**config.mk**
```make
export PLATFORM = sky130hd
export DESIGN_NAME = hamming_enc_arbiter
export DESIGN_NICKNAME = d
export VERILOG_FILES = /design/src/rtl/hamming_enc_arbiter_pkg.sv /design/src/rtl/hamming_enc_arbiter_enc.sv /design/src/rtl/hamming_enc_arbiter.sv
export SDC_FILE = /design/constraint.sdc
export NUM_CORES = 1
export LEC_CHECK = 0
export ABC_AREA = 1
export CAP_MARGIN = 20
export CORE_MARGIN = 8
export CORE_UTILIZATION = 53
export CTS_CLUSTER_SIZE = 12
export DETAILED_ROUTE_END_ITERATION = 10
export GPL_TIMING_DRIVEN = 0
export HOLD_SLACK_MARGIN = 0.15
export PLACE_DENSITY = 0.86
export SLEW_MARGIN = 20
export SYNTH_ARGS = -nofsm -noshare
export SYNTH_HDL_FRONTEND = slang
export SYNTH_SLANG_ARGS = --single-unit
```
**constraint.sdc**
```tcl
create_clock -name clk -period 3.2 [get_ports clk]
set_input_delay 0.64 -clock clk [delete_from_list [all_inputs] [get_ports clk]]
set_output_delay 0.64 -clock clk [all_outputs]
set_load 0.02 [all_outputs]
```
**src/rtl/hamming_enc_arbiter_pkg.sv**
```systemverilog
// Shared constants and types for the Hamming(15,11) encoder/arbiter slice.
package hamming_enc_arbiter_pkg;

    localparam int unsigned DATA_W = 11;
    localparam int unsigned CODE_W = 15;

    // Codeword indices (Hamming position - 1) that carry parity bits
    localparam int unsigned P0_POS = 0;
    localparam int unsigned P1_POS = 1;
    localparam int unsigned P3_POS = 3;
    localparam int unsigned P7_POS = 7;

    // Data bits covered by each parity bit
    localparam logic [DATA_W-1:0] P0_MASK = 11'h55B; // d0 d1 d3 d4 d6 d8 d10
    localparam logic [DATA_W-1:0] P1_MASK = 11'h66D; // d0 d2 d3 d5 d6 d9 d10
    localparam logic [DATA_W-1:0] P3_MASK = 11'h78E; // d1 d2 d3 d7 d8 d9 d10
    localparam logic [DATA_W-1:0] P7_MASK = 11'h7F0; // d4..d10

    typedef enum logic {
        EMPTY = 1'b0,
        FULL  = 1'b1
    } state_t;

endpackage

```
**src/rtl/hamming_enc_arbiter_enc.sv**
```systemverilog
// Combinational Hamming(15,11) encoder; code bit i is Hamming position i+1.
module hamming1511_enc
    import hamming_enc_arbiter_pkg::*;
(
    input  logic [DATA_W-1:0] i_data,
    output logic [CODE_W-1:0] o_code
);

    // Place data bits in non-power-of-two positions and compute parity
    always_comb begin
        o_code          = '0;
        o_code[2]       = i_data[0];
        o_code[6:4]     = i_data[3:1];
        o_code[14:8]    = i_data[10:4];
        o_code[P0_POS]  = ^(i_data & P0_MASK);
        o_code[P1_POS]  = ^(i_data & P1_MASK);
        o_code[P3_POS]  = ^(i_data & P3_MASK);
        o_code[P7_POS]  = ^(i_data & P7_MASK);
    end

endmodule

```
**src/rtl/hamming_enc_arbiter.sv**
```systemverilog
// Two-requester round-robin arbiter feeding one shared Hamming(15,11)
// encoder into a single registered output with valid/ready handshake.
module hamming_enc_arbiter
    import hamming_enc_arbiter_pkg::*;
#(
    parameter int unsigned CNT_W = 16
) (
    input  logic                 clk,
    input  logic                 rst_n,
    input  logic                 en,
    input  logic                 in0_valid,
    input  logic [DATA_W-1:0]    in0_data,
    output logic                 in0_ready,
    input  logic                 in1_valid,
    input  logic [DATA_W-1:0]    in1_data,
    output logic                 in1_ready,
    output logic                 out_valid,
    output logic [CODE_W-1:0]    out_code,
    output logic                 out_src,
    input  logic                 out_ready,
    output logic [CNT_W-1:0]     cnt0,
    output logic [CNT_W-1:0]     cnt1
);

    state_t              r_state;
    state_t              w_state_nxt;
    logic                r_last;
    logic                r_src;
    logic [CODE_W-1:0]   r_code;
    logic [CNT_W-1:0]    r_cnt0;
    logic [CNT_W-1:0]    r_cnt1;

    logic                w_gnt;
    logic                w_any_valid;
    logic                w_can_load;
    logic                w_accept;
    logic [DATA_W-1:0]   w_data;
    logic [CODE_W-1:0]   w_code;

    // Round-robin grant: on contention the requester not served last wins
    always_comb begin
        w_gnt = 1'b0;
        if (in0_valid && in1_valid) begin
            w_gnt = ~r_last;
        end else if (in1_valid) begin
            w_gnt = 1'b1;
        end
    end

    assign w_any_valid = in0_valid | in1_valid;
    // rst_n gating keeps both readies low for the whole reset window
    assign w_can_load  = rst_n & en & ((r_state == EMPTY) | out_ready);
    assign w_accept    = w_can_load & w_any_valid;
    assign w_data      = w_gnt ? in1_data : in0_data;

    hamming1511_enc u_enc (
        .i_data (w_data),
        .o_code (w_code)
    );

    // State register
    always_ff @(posedge clk or negedge rst_n) begin
        if (!rst_n) begin
            r_state <= EMPTY;
        end else begin
            r_state <= w_state_nxt;
        end
    end

    // Next-state, output-valid and ready decode
    always_comb begin
        w_state_nxt = r_state;
        out_valid   = 1'b0;
        in0_ready   = 1'b0;
        in1_ready   = 1'b0;
        case (r_state)
            EMPTY: begin
                if (w_accept) begin
                    w_state_nxt = FULL;
                end
            end
            FULL: begin
                out_valid = 1'b1;
                if (w_accept) begin
                    w_state_nxt = FULL;
                end else if (out_ready) begin
                    w_state_nxt = EMPTY;
                end
            end
            default: w_state_nxt = EMPTY;
        endcase
        if (w_accept) begin
            in0_ready = ~w_gnt;
            in1_ready = w_gnt;
        end
    end

    // Output codeword register and last-granted pointer, loaded on acceptance
    always_ff @(posedge clk or negedge rst_n) begin
        if (!rst_n) begin
            r_code <= '0;
            r_src  <= 1'b0;
            r_last <= 1'b1;
        end else if (w_accept) begin
            r_code <= w_code;
            r_src  <= w_gnt;
            r_last <= w_gnt;
        end
    end

    // Saturating per-requester acceptance counters
    always_ff @(posedge clk or negedge rst_n) begin
        if (!rst_n) begin
            r_cnt0 <= '0;
            r_cnt1 <= '0;
        end else if (w_accept) begin
            if (!w_gnt && (r_cnt0 != '1)) begin
                r_cnt0 <= r_cnt0 + CNT_W'(1);
            end
            if (w_gnt && (r_cnt1 != '1)) begin
                r_cnt1 <= r_cnt1 + CNT_W'(1);
            end
        end
    end

    assign out_code = r_code;
    assign out_src  = r_src;
    assign cnt0     = r_cnt0;
    assign cnt1     = r_cnt1;

endmodule

```
== Word level (Yosys, flattened, before mapping) ==
Cells that the tools add are included.
W data, S select, Z words.

* Register bits after elaboration: 50
* Input bits: 28
* Logic and storage cells: 38
* Output and inout bits: 51

* $add $sub $neg: 2
* Muxes and demuxes: 10
* Equal/unequal tests: 2
* Bitwise gates (word level): 8
* Reductions and logical operators: 10

{| class="wikitable"
|+ Operators by type and width
! cell !! count
|-
| $reduce_xor A11 Y1 || 4
|-
| $add A16 B1 Y16 const B || 2
|-
| $ne A16 B16 Y1 const B || 2
|-
| $mux W11 || 1
|-
| $mux W1 || 8
|-
| $reduce_and A2 Y1 || 2
|-
| $and A1 B1 Y1 || 3
|-
| $logic_and A1 B1 Y1 || 3
|-
| $not A1 Y1 || 3
|-
| $or A1 B1 Y1 || 2
|-
| $pmux W1 S2 || 1
|-
| $logic_not A1 Y1 || 1
|}

== Longest topological paths before layout ==
* Depth in word-level cells: 6
* Gate-level depth with buffers: 13
* Gate-level depth less buffers: 12

== Hierarchy ==
A second synthesis with hierarchy kept.

* Cells, all modules: 515
* Area, all modules: 3455.8 µm²

{| class="wikitable"
|+ By module, submodules not included
! module !! seq. area each (µm²) !! instances !! area an instance (µm²) !! cells an instance
|-
| hamming_enc_arbiter || 1252.5 || 1 || 3009.1 || 423
|-
| hamming1511_enc || 0.0 || 1 || 446.7 || 92
|}

== Least setup slack after synthesis ==
OpenSTA, ideal clock, no wires.

* Path type: input to output
* From: input port in1_valid
* To: output port in0_ready
* Required time: 2.560 ns
* Data arrival time: 1.204 ns
* Stages on the path: 3
* Slack: 1.356 ns
* Cell sequence: o21a_1 -> nand3_2 -> a21oi_2

* Cells in the longest elaborated chain, start to end: 4
* Elaborated cells between the ends (all ways): 7
* Classes of those cells: mux (3); bitwise (3); reduce/logical (1)

{| class="wikitable"
|+ Ends and longest elaborated chain
! element !! RTL line !! source
|-
| start, declared || hamming_enc_arbiter.sv:14 || <nowiki>input logic in1_valid,</nowiki>
|-
| $mux W1 / $logic_and A1 B1 Y1 (equally long branches) || hamming_enc_arbiter.sv:45, hamming_enc_arbiter.sv:43 ||
|-
| $mux W1 || hamming_enc_arbiter.sv:43 || <nowiki>if (in0_valid && in1_valid) begin</nowiki>
|-
| $not A1 Y1 || hamming_enc_arbiter.sv:93 || <nowiki>in0_ready = ~w_gnt;</nowiki>
|-
| $mux W1 * || hamming_enc_arbiter.sv:92 || <nowiki>if (w_accept) begin</nowiki>
|-
| end, declared || hamming_enc_arbiter.sv:13 || <nowiki>output logic in0_ready,</nowiki>
|}

Mark *: on every way between the ends. The rest lies on a longest branch, timed or not.

== Final worst setup path ==
* From: input port in1_valid
* To: output port in1_ready

* Cells in the longest elaborated chain, start to end: 3
* Elaborated cells between the ends (all ways): 6
* Classes of those cells: mux (3); bitwise (2); reduce/logical (1)

{| class="wikitable"
|+ Ends and longest elaborated chain
! element !! RTL line !! source
|-
| $mux W1 (tied with other cells) || hamming_enc_arbiter.sv:45 || <nowiki>end else if (in1_valid) begin</nowiki>
|-
| $mux W1 / $and A1 B1 Y1 (equally long branches) || hamming_enc_arbiter.sv:43, hamming_enc_arbiter.sv:53 ||
|-
| $mux W1 * || hamming_enc_arbiter.sv:92 ||
|-
| end, declared || hamming_enc_arbiter.sv:16 || <nowiki>output logic in1_ready,</nowiki>
|}

Marked as above.

==> metrics.csv <==
metric;value;unit
path_depth;5;
drc;0;
wl_met2;4.06;mm
initial_core_util;53.4;%
finalCritPeriodShare;94.9;%
dpl.hpwl;6.29;mm
cp_slowest_stage_delay;0.63;ns
dpl-instance-area;3980;sq um
ant_nets;0;
yosys.area.top_type;dfrtp_1;
vias_per_cell;5.20;
critPathTopFamily;buffers and inverters;
status;completed;
worst_path_max_delay_cell;clkdlybuf4s50_1;
fin_util;71.4;%
portBuffers;78;
die_x;92.3;um
num_vias;3082;
cts_root_buffer;clkbuf_8;
ys_types;30;
drt_iter0_drc;121;
critPathLaunch;in1_valid;
die_h;92.3;um
wl_met3;493;um
drive_gt1_share;6.37;%
wl;7.97;mm
place.gp.congestion;0.853;
fin_area;4130;sq um
fill_cells;477;
seq_area_frac_synth;40.6;%
end_kind;primary output;
powerDensity;565;nW/um^2
wl_per_cell;13.4;um
fin_total_pwr;2.33;mW
critical_path_class;in -> out;
finClkSkew;0.0135;ns
tightest_slew;0.509;ns
timing.fmax;0.329;GHz
ys_ff_latch;50;
htree_num_levels;2;
cp_cell_sequence;clkdlybuf4s50_1 -> o21a_1 -> nand3_2 -> nor2_4 -> clkdlybuf4s50_1;
first_pass_iters;5;
dp_slack;-0.0568;ns
maxUsedRoutingLayer;met4;
ff2ff_setup_slack;1.19;ns
avgSynthCellArea;7.16;sq um
grt_pass1_wl;14.3;mm
cts-buffers-inserted;5;
yosys_warnings;0;
antennaDiodeCount;0;
hold_viol;0;
syn_inst;431;
path_buf_inv;2;
timing.critical_path.mode_cell;clkdlybuf4s50_1;
antenna_found_initial;0;
rsz0062_at_grt;false;
critPathArrivalTime;2.40;ns
drv_slew;0;
setup_viol_count_final;0;
crit_path_end;in1_ready;
grt_max_degree;34;
cts_max_path_buffers;2;
max_cap_violations;0;
hp-class;in -> async;
num_io_pins;79;
syn_area;3090;sq um
fp.dieArea;8520;sq um
fin_nets;547;
synth_top_cell_area_share;39.7;%
relSlewSlack;65.8;%
cp-start-kind;input pin;
m1WireLength;3.25;mm
fin_ws;0.164;ns
syn_nets;461;
required;2.56;ns
worstRegToRegCells;11;
fin_crit;3.04;ns
syn_to_final_growth;33.6;%
postCtsHoldBufs;0;
core_area;5780;sq um
clk_pin_slew;0.09;ns
crit_path_max_fanout;7;
leakagePower;2.03;nW
r2r-start;cnt0[0];
clk_latency;0.30;ns
first_global_vias;3143;
cts_tree;yes;
track_usage;19.8;%
synth_area_leaders;dfrtp_1, nand2_1, nand3_1;
regToRegEndpoint;cnt0[9];
cts_sinks;50;
overflow;0;
num_rows;28;
ir_worst_vdd;0.321;mV
[report_power, final]
part	total, mW	switching [mW]	internal, mW	leakage (nW)
clock network	0.542	0.208	0.333	0.0714
registers	0.886	0.126	0.761	0.634
logic	0.904	0.510	0.394	1.32
total	2.33	0.844	1.49	2.03
[state kept, by name (all words and copies together) (netlist names)]
register	cells
cnt0	16
cnt1	16
out_code	15
out_src	1
r_last	1
r_state	1
[routing by layer]
layer / up-vias / global-route usage [%]
met2: 110 / 35.8
li1: 1536 / -
met4: 0 / 7.38
met3: 17 / 4.69
met5: - / 0
met1: 1419 / 22.1
[cell families (layout without fill, tap and decap cells)]
logic type / Yosys count / count (layout) / synth area share, %
AND/OR/NAND/NOR: 276 / 276 / 38.9
flip-flops: 50 / 50 / 40.6
adder cells (fa/ha/maj): 2 / 2 / 0.810
XOR/XNOR: 29 / 29 / 8.23
buffers and inverters: 49 / 136 / 6.93
AO/OA/AOI/OAI: 25 / 25 / 4.62
[layout make-up]
| type | instances | area, sq um | share of cell area [%] |
|---|---|---|---|
| multi-input combinational | 332 | 1620 | 39.3 |
| sequential | 50 | 1250 | 30.4 |
| timing repair buffer | 79 | 801 | 19.4 |
| inverter | 37 | 139 | 3.37 |
| tap | 75 | 93.8 | 2.27 |
| clock buffer | 6 | 82.6 | 2.00 |
| buffer | 12 | 75.1 | 1.82 |
| clock inverter | 2 | 60.1 | 1.46 |
[cells in the final DEF, fill, tap and decap left out, types with 7 or more instances in the layout]
| master | n |
|---|---|
| nand3b_1 | 9 |
| dfrtp_1 | 49 |
| xor2_1 | 23 |
| nand3_1 | 45 |
| clkdlybuf4s50_1 | 76 |
| o21ai_0 | 14 |
| nor2_1 | 23 |
| nand2_1 | 177 |
| inv_1 | 35 |
| nor3_1 | 7 |
[how the worst min path moves through the flow]
stage | endpoint | slack (ns) | cells past startpoint
4_1_cts | cnt0[2] | 0.20 | 1
3_5_place_dp | out_code[11] | 0.47 | 2
3_3_place_gp | out_code[14] | 0.47 | 2
5_1_grt | cnt0[0] | 0.21 | 1
2_1_floorplan | cnt0[0] | 0.34 | 0
6_report | cnt0[0] | 0.20 | 1
[stage by stage]
stage | hold WS, ns | TNS (ns) | std cells
after floorplan | 0.344 | 0 | 431
after global placement | 0.467 | -37.81 | 584
after detailed placement | 0.473 | -0.0568 | 585
after CTS | 0.205 | 0 | 593
after global routing | 0.209 | 0 | 593
final | 0.204 | 0 | 593
[timing repair]
action	4_1_cts	5_1_grt
endpoints found under the setup margin	1	1
setup buffers	0	0
gates resized for setup	1	1
pin swaps	0	0
[synth_stat cells, drive strengths merged]
cell	instances
nand2	181
dfrtp	49
nand3	46
inv	37
nor2	25
o21ai	23
xor2	23
nand3b	9
nor3	9
buf	7
xnor2	6
clkbuf	5
nand4	4
ha	2
nor4	2
a21oi	1
dfstp	1
o21a	1
Power figures use the tool's default switching activity.
